$ cat config.mk
export PLATFORM = sky130hd
export DESIGN_NAME = shift_div8
export DESIGN_NICKNAME = d
export VERILOG_FILES = /design/src/rtl/shift_div_pkg.sv /design/src/rtl/shift_div_step.sv /design/src/rtl/shift_div8.sv
export SDC_FILE = /design/constraint.sdc
export NUM_CORES = 1
export LEC_CHECK = 0
export ABC_CLOCK_PERIOD_IN_PS = 2700
export CAP_MARGIN = 40
export CORE_MARGIN = 3
export CORE_UTILIZATION = 52
export CTS_CLUSTER_SIZE = 20
export DETAILED_ROUTE_END_ITERATION = 12
export GPL_TIMING_DRIVEN = 0
export PLACE_DENSITY = 0.77
export SLEW_MARGIN = 20
export SYNTH_ARGS = -nofsm -noshare
export SYNTH_HDL_FRONTEND = slang
export SYNTH_SLANG_ARGS = --single-unit
$ cat constraint.sdc
create_clock -name clk -period 2.7 [get_ports clk]
set_clock_uncertainty 0.2 [all_clocks]
set_input_delay 0.405 -clock clk [delete_from_list [all_inputs] [get_ports clk]]
set_output_delay 0.405 -clock clk [all_outputs]
set_load 0.05 [all_outputs]
$ cat src/rtl/shift_div_pkg.sv
// shift_div_pkg -- shared constants for the shift-subtract divider.
//   S_IDLE/S_RUN/S_DONE : FSM state encodings
//   DEF_WIDTH           : default operand width
//   DBZ_FILL            : fill bit for the divide-by-zero quotient (all ones)
package shift_div_pkg;
   localparam int         DEF_WIDTH = 8;
   localparam logic [1:0] S_IDLE    = 2'd0;
   localparam logic [1:0] S_RUN     = 2'd1;
   localparam logic [1:0] S_DONE    = 2'd2;
   localparam logic       DBZ_FILL  = 1'b1;
endpackage

$ cat src/rtl/shift_div_step.sv
// shift_div_step -- one combinational restoring-division step.
//   rem_i      : current partial remainder (always < divisor, so WIDTH bits suffice)
//   quot_msb_i : next dividend bit shifted into the remainder
//   b_i        : divisor
//   rem_o      : next partial remainder
//   qbit_o     : quotient bit produced by this step
module shift_div_step #(
   parameter int WIDTH = 8
) (
   input  logic [WIDTH-1:0] rem_i,
   input  logic             quot_msb_i,
   input  logic [WIDTH-1:0] b_i,
   output logic [WIDTH-1:0] rem_o,
   output logic             qbit_o
);
   logic [WIDTH:0] shifted;
   logic [WIDTH:0] trial;

   always_comb begin
      shifted = {rem_i, quot_msb_i};
      trial   = shifted - {1'b0, b_i};
      // MSB clear means shifted >= b; the kept value is then < b and fits WIDTH bits
      qbit_o  = ~trial[WIDTH];
      rem_o   = qbit_o ? trial[WIDTH-1:0] : shifted[WIDTH-1:0];
   end
endmodule

$ cat src/rtl/shift_div8.sv
// shift_div8 -- sequential restoring unsigned divider, one quotient bit per
// falling clock edge, with start/busy/done handshake.
//   clk, rst_n      : clock (falling-edge state updates), async active-low reset
//   start, a, b     : launch request, dividend, divisor (latched on accept)
//   busy            : divide in progress
//   done            : result valid and held
//   div_by_zero     : latched divisor was zero (valid with done)
//   q, r            : registered quotient and remainder
module shift_div8
   import shift_div_pkg::*;
#(
   parameter int WIDTH = DEF_WIDTH
) (
   input  logic             clk,
   input  logic             rst_n,
   input  logic             start,
   input  logic [WIDTH-1:0] a,
   input  logic [WIDTH-1:0] b,
   output logic             busy,
   output logic             done,
   output logic             div_by_zero,
   output logic [WIDTH-1:0] q,
   output logic [WIDTH-1:0] r
);
   localparam int CW = $clog2(WIDTH + 1);

   logic [1:0]       state_q, state_d;
   logic [CW-1:0]    cnt_q,   cnt_d;
   logic [WIDTH-1:0] rem_q,   rem_d;
   logic [WIDTH-1:0] quot_q,  quot_d;
   logic [WIDTH-1:0] b_q,     b_d;
   logic [WIDTH-1:0] q_q,     q_d;
   logic [WIDTH-1:0] r_q,     r_d;
   logic             dbz_q,   dbz_d;

   logic [WIDTH-1:0] step_rem;
   logic             step_qbit;
   logic [WIDTH-1:0] quot_next;

   shift_div_step #(.WIDTH(WIDTH)) u_step (
      .rem_i      (rem_q),
      .quot_msb_i (quot_q[WIDTH-1]),
      .b_i        (b_q),
      .rem_o      (step_rem),
      .qbit_o     (step_qbit)
   );

   // dividend bits leave the top of quot_q as quotient bits enter the bottom
   assign quot_next = {quot_q[WIDTH-2:0], step_qbit};

   always_comb begin
      state_d = state_q;
      cnt_d   = cnt_q;
      rem_d   = rem_q;
      quot_d  = quot_q;
      b_d     = b_q;
      q_d     = q_q;
      r_d     = r_q;
      dbz_d   = dbz_q;
      case (state_q)
         S_IDLE, S_DONE: begin
            if (start) begin
               b_d    = b;
               quot_d = a;
               rem_d  = '0;
               cnt_d  = '0;
               if (b == '0) begin
                  // zero divisor short-circuits straight to a held result
                  state_d = S_DONE;
                  q_d     = {WIDTH{DBZ_FILL}};
                  r_d     = a;
                  dbz_d   = 1'b1;
               end else begin
                  state_d = S_RUN;
                  dbz_d   = 1'b0;
               end
            end
         end
         S_RUN: begin
            rem_d  = step_rem;
            quot_d = quot_next;
            cnt_d  = cnt_q + CW'(1);
            if (cnt_q == CW'(WIDTH - 1)) begin
               state_d = S_DONE;
               q_d     = quot_next;
               r_d     = step_rem;
            end
         end
         default: state_d = S_IDLE;
      endcase
   end

   always_ff @(negedge clk or negedge rst_n) begin
      if (!rst_n) begin
         state_q <= S_IDLE;
         cnt_q   <= '0;
         rem_q   <= '0;
         quot_q  <= '0;
         b_q     <= '0;
         q_q     <= '0;
         r_q     <= '0;
         dbz_q   <= 1'b0;
      end else begin
         state_q <= state_d;
         cnt_q   <= cnt_d;
         rem_q   <= rem_d;
         quot_q  <= quot_d;
         b_q     <= b_d;
         q_q     <= q_d;
         r_q     <= r_d;
         dbz_q   <= dbz_d;
      end
   end

   assign busy        = (state_q == S_RUN);
   assign done        = (state_q == S_DONE);
   assign div_by_zero = dbz_q & done;
   assign q           = q_q;
   assign r           = r_q;
endmodule

==> reports/results.ini, run 1 <==
[outcome]
status=complete, but fails checks
violations=setup timing

[placement]
io_buffers=37
post-place-ws_ns=-1.05
gp_congestion=0.866
place_inst=377
dp_hpwl_um=4390

[power_and_ir_drop]
peakVddDrop_mv=0.802
power_uw=5840
p_per_area_nw_per_um2=1530
p_comb_share_pct=69.5
clkPwrFrac_pct=7.7
seqPwrFrac_pct=22.8
p_int_uw=3030
p_leak_uw=0.00177
p_switching_uw=2800
swShare_pct=48.0

[global_route]
gr-total-overflow=0
grt_pass1_vias=2446
grt_first_pass_wirelength_um=11900
grt_max_degree=26
antenna_found_initial=0
globalRouteTotalUtil_pct=28.7

[setup_path]
required_ns=2.10
cp-end-kind=primary output
worstPathArrival_ns=2.67
rr_worst_depth=12
path_max_fanout=3
worstSetupPathType=reg2out
startpoint_type=flop

[floorplan]
core_sq_um=4470
pin_count=38
die_w_um=74.9
dieArea_sq_um=5600
die_height_um=74.9
std_cell_rows=24
start_util_pct=55.1

[sta]
tightest_slew_ns=0.655
maxSlewViolCount=0
hold_viol=0
rsz0062_at_grt=true
relSlewSlack_pct=56.2
finalSetupViolations=43
setup_slack_ns=-0.576
timing.hold.ws_ns=0.231

[synth]
synthCells=287
postSynthAreaPerCell_sq_um=8.59
ys_ff_latch=47
yosysSeqAreaShare_pct=47.7
synthFlopType=dfrtn_1
ys_types=38
yosysWarnings=0
syn-cell-area_sq_um=2470
async_reset_ff_share_pct=100
synth-edff-count=0
syn_nets=316

[hold_path]
hold-path-cell-count=1
hold_class=reg2reg

[cts]
htreeDepth=2
tritoncts=built
cts_root_buf=clkbuf_8
cts_buffers=5
cts.path.max_buffers=2
clk_latency_ns=0.30
clkTransAtPathRegs_ns=0.06
cts.sinks=47

[route]
drtIter0Drc=223
ant_nets=0
firstDrtPassIters=4
post-route-drc-count=0
wirelength_um=8730
routed_via_density=6.16
wl_per_cell_um=20.5
routed-via-count=2616

[final_layout]
fin_cells=425
final_layout_size_suffix_gt1_share_pct=42.1
area_delta_synth_final_pct=54.9
layout.nets=402
diodes=0
fillers=222
layout_common_cells=nand2_1 (52), dfrtn_1 (47), buf_4 (34), buf_6 (32), nor2_1 (24)
layout_commonest_cell=nand2_1

[run]
cap_viol_max_count=0

logic make-up (layout without fill, tap and decap cells):
family,Yosys count,after routing,synth area share [%]
compound gates,73,73,18.9
xor+xnor,6,6,2.13
fa+ha+maj,10,10,5.38
buf+inv,24,110,4.26
flops,47,47,47.7
mux,1,1,0.406
simple gates,126,126,21.3
layer usage:
layer	global-route usage (%)	part of all wire [%]	up-vias
met5	0	0	-
met3	5.74	8.1	41
met2	48.4	50	162
li1	-	-	1154
met4	16.0	5.4	0
met1	34.2	37	1259
worst paths after layout:
path | from | end | slack, ns
setup / recovery | state_q[1] | div_by_zero | -0.58
hold / removal | dbz_q | dbz_q | 0.23
setup reg to reg | quot_q[7] | r[1] | -0.11
hold reg to reg | dbz_q | dbz_q | 0.23
max in group asynchronous | rst_n | b_q[7] | 0.63
min in group asynchronous | rst_n | q[7] | 1.11
synthesized netlist by cell type (2+ instances only):
cell type	count	area share [%]
and2_2	2	0.61
nand3_1	5	1.0
nor2_1	47	7.2
a211oi_1	3	0.91
inv_1	11	1.7
a211o_1	4	1.4
clkbuf_1	6	0.91
and2_1	2	0.51
o21ai_0	16	3.2
dfrtn_1	47	48
nor4_1	3	0.76
a31oi_1	10	2.5
buf_2	6	1.2
xnor2_1	4	1.4
xor2_1	2	0.71
nor3_1	4	0.81
a21oi_1	23	4.7
or3_1	2	0.51
nand2b_1	3	0.76
ha_1	9	4.6
nand2_1	55	8.4
a21o_1	7	2.1
sequential cells by signal, summed over array words and instances, names as in the netlist:
signal / flops
cnt_q: 4
quot_q: 8
dbz_q: 1
b_q: 8
rem_q: 8
q: 8
r: 8
state_q: 2
power groups by stage:
stage                     sequential, uW  combinational, uW  clock [uW]
after CTS                           1290               3320         444
after global routing                1360               4320         484
after floorplan                     1580               1830           0
after global placement              1260               2810           0
after detailed placement            1270               2870           0
final                               1330               4060         447
area by class of cell:
cell class,instances,area (sq um),area share [%]
Multi-Input combinational cell,216,1550,40.5
Sequential cell,47,1180,30.8
Timing Repair Buffer,85,840,22.0
Clock buffer,6,82.6,2.16
Tap cell,52,65.1,1.70
Buffer,7,60.1,1.57
Inverter,11,43.8,1.15
Clock inverter,1,5.00,0.131
critical path: stages, from the launching register on:
cell	delay, ns
dfrtn_1	0.44
buf_6	0.11
nor2b_4	0.16
and2_4	0.16
buf_8	0.14
what timing repair did:
action	4_1_cts	5_1_grt
endpoints found under the setup margin	66	55
resized for setup	224	56
buffers inserted	23	22
pin swaps	11	28
hold buffers	0	0
gates cloned	5	0
metrics by stage:
| step | cell area (sq um) | setup TNS (ns) | util, % |
|---|---|---|---|
| after global routing | 3820 | -9.79 | 85.4 |
| after detailed placement | 3040 | -51.23 | 68.0 |
| after floorplan | 2590 | -7.64 | - |
| after global placement | 3030 | -122.32 | 67.7 |
| after CTS | 3520 | -6.89 | 78.7 |
| final | 3820 | -7.61 | 85.4 |
Power figures use the tool's default switching activity.
==> run 2, diff against run 1 <==
--- a/config.mk
+++ b/config.mk
@@ -13,6 +13,7 @@
 export DETAILED_ROUTE_END_ITERATION = 12
 export GPL_TIMING_DRIVEN = 0
 export PLACE_DENSITY = 0.77
+export SETUP_SLACK_MARGIN = 0.15
 export SLEW_MARGIN = 20
 export SYNTH_ARGS = -nofsm -noshare
 export SYNTH_HDL_FRONTEND = slang
==> reports/results.ini, run 2 (synthesized netlist as in run 1, its figures left out) <==
[outcome]
status=complete, but fails checks
violations=setup timing

[global_route]
gr-total-overflow=0
grt_max_degree=30
globalRouteTotalUtil_pct=31.3
antenna_found_initial=1
grt_pass1_vias=2634
grt_first_pass_wirelength_um=13000

[hold_path]
min_to=b_q[0]
hold-path-cell-count=2
hp-start=b_q[0]
hold_class=reg2reg

[route]
firstDrtPassIters=5
drtIter0Drc=382
post-route-drc-count=0
routed_via_density=6.73
routed-via-count=2927
ant_nets=0
wirelength_um=10100
wl_per_cell_um=23.3

[sta]
finalSetupViolations=45
relSlewSlack_pct=47.1
maxSlewViolCount=0
tightest_slew_ns=0.791
setup_tns_ns=-10.52
hold_viol=0
rsz0062_at_grt=true
timing.hold.ws_ns=0.236
setup_slack_ns=-0.586

[cts]
cts_root_buf=clkbuf_8
tritoncts=built
ctsHoldBuffers=0
htreeDepth=2
cts_buffers=5
cts.path.max_buffers=2
clk_latency_ns=0.32
clkTransAtPathRegs_ns=0.07
cts.sinks=47

[floorplan]
die_height_um=74.9
core_sq_um=4470
std_cell_rows=24
dieArea_sq_um=5600
start_util_pct=55.1
pin_count=38
die_w_um=74.9

[final_layout]
diodes=0
area_delta_synth_final_pct=67.0
final_layout_size_suffix_gt1_share_pct=44.1
layout.nets=411
layout_common_cells=nand2_1 (50), dfrtn_1 (47), buf_6 (36), buf_4 (31), nor2_1 (30)
layout_commonest_cell=nand2_1
design_area_sq_um=4120

[setup_path]
path_max_fanout=4
rr_worst_depth=10
r2r_setup_slack_ns=-0.16
required_ns=2.10
r2r-start=quot_q[7]
cp-end-kind=primary output
crit-reg2reg-capture=rem_q[5]
slowest_delay_ns=0.41
startpoint_type=flop
worstSetupPathType=reg2out
critPathSlowestCell=dfrtn_1
worstPathArrival_ns=2.68
path_cells=buf_6 > nor2b_4 > and2_4 > buf_8
startpoint=state_q[1]

[run]
cap_viol_max_count=0

[placement]
gp_congestion=0.819
io_buffers=37
dp_hpwl_um=4460
postPlaceCellArea_sq_um=3040

[run 2: changes by cell type in the layout (fill, tap and decap cells not counted), sizes merged]
cell           change
buf               +10
bufinv             +1
clkbuf             -1
clkdlybuf4s50      -3
dlymetal6s2s       +3
[run 2: final cells by class]
class	count	area, sq um
Clock buffer	6	82.6
Timing Repair Buffer	90	980
Fill cell	144	355
Sequential cell	47	1180
Inverter	11	48.8
Multi-Input combinational cell	216	1600
Clock inverter	2	35.0
Tap cell	52	65.1
Buffer	11	129
[run 2: what timing repair did]
item / in CTS / in global routing
endpoints found under the setup margin: 66 / 53
gates resized for setup: 258 / 51
pin swaps: 24 / 22
gates cloned: 4 / 0
setup buffers: 32 / 16
[run 2: worst max path at each step]
| stage | slack, ns | to | cells past startpoint |
|---|---|---|---|
| finish | -0.59 | div_by_zero | 4 |
| global route | -0.60 | div_by_zero | 4 |
| CTS | -0.53 | div_by_zero | 4 |
| detailed placement | -1.05 | busy | 5 |
| global placement | -1.52 | rem_q[6] | 1 |
| floorplan | -0.40 | div_by_zero | 3 |
[run 2: per-stage QoR]
stage | instances | worst slack, ns | utilization [%]
after CTS | 419 | -0.527 | 84.5
after detailed placement | 377 | -1.05 | 68.0
final | 435 | -0.586 | 92.1
after global placement | 376 | -1.52 | 67.7
after floorplan | 287 | -0.404 | -
after global routing | 435 | -0.602 | 92.1
[run 2: metal layers]
metal  share of wire [%]  GRT usage [%]
met5                0.13              0
met4                 7.2           17.4
met3                  10           7.08
met2                  47           54.1
met1                  35           35.8
[run 2: worst max-delay path, delay by kind of cell, from the launching register on]
family | cells | cell delay, ns
and+or+nand+nor | 2 | 0.34
DFF | 1 | 0.41
buffers and inverters | 2 | 0.26
Power of run 2 is left out: the tool's default activity adds up to more than one toggle a clock period on the data nets, which glitch-free logic cannot reach.
==> run 3, diff against run 2 <==
--- a/config.mk
+++ b/config.mk
@@ -5,7 +5,6 @@
 export SDC_FILE = /design/constraint.sdc
 export NUM_CORES = 1
 export LEC_CHECK = 0
-export ABC_CLOCK_PERIOD_IN_PS = 2700
 export CAP_MARGIN = 40
 export CORE_MARGIN = 3
 export CORE_UTILIZATION = 52
==> results of run 3 <==
Same layout as run 2: the final DEF is identical, and so are final timing and power.
Power of run 3 is left out for the same reason.
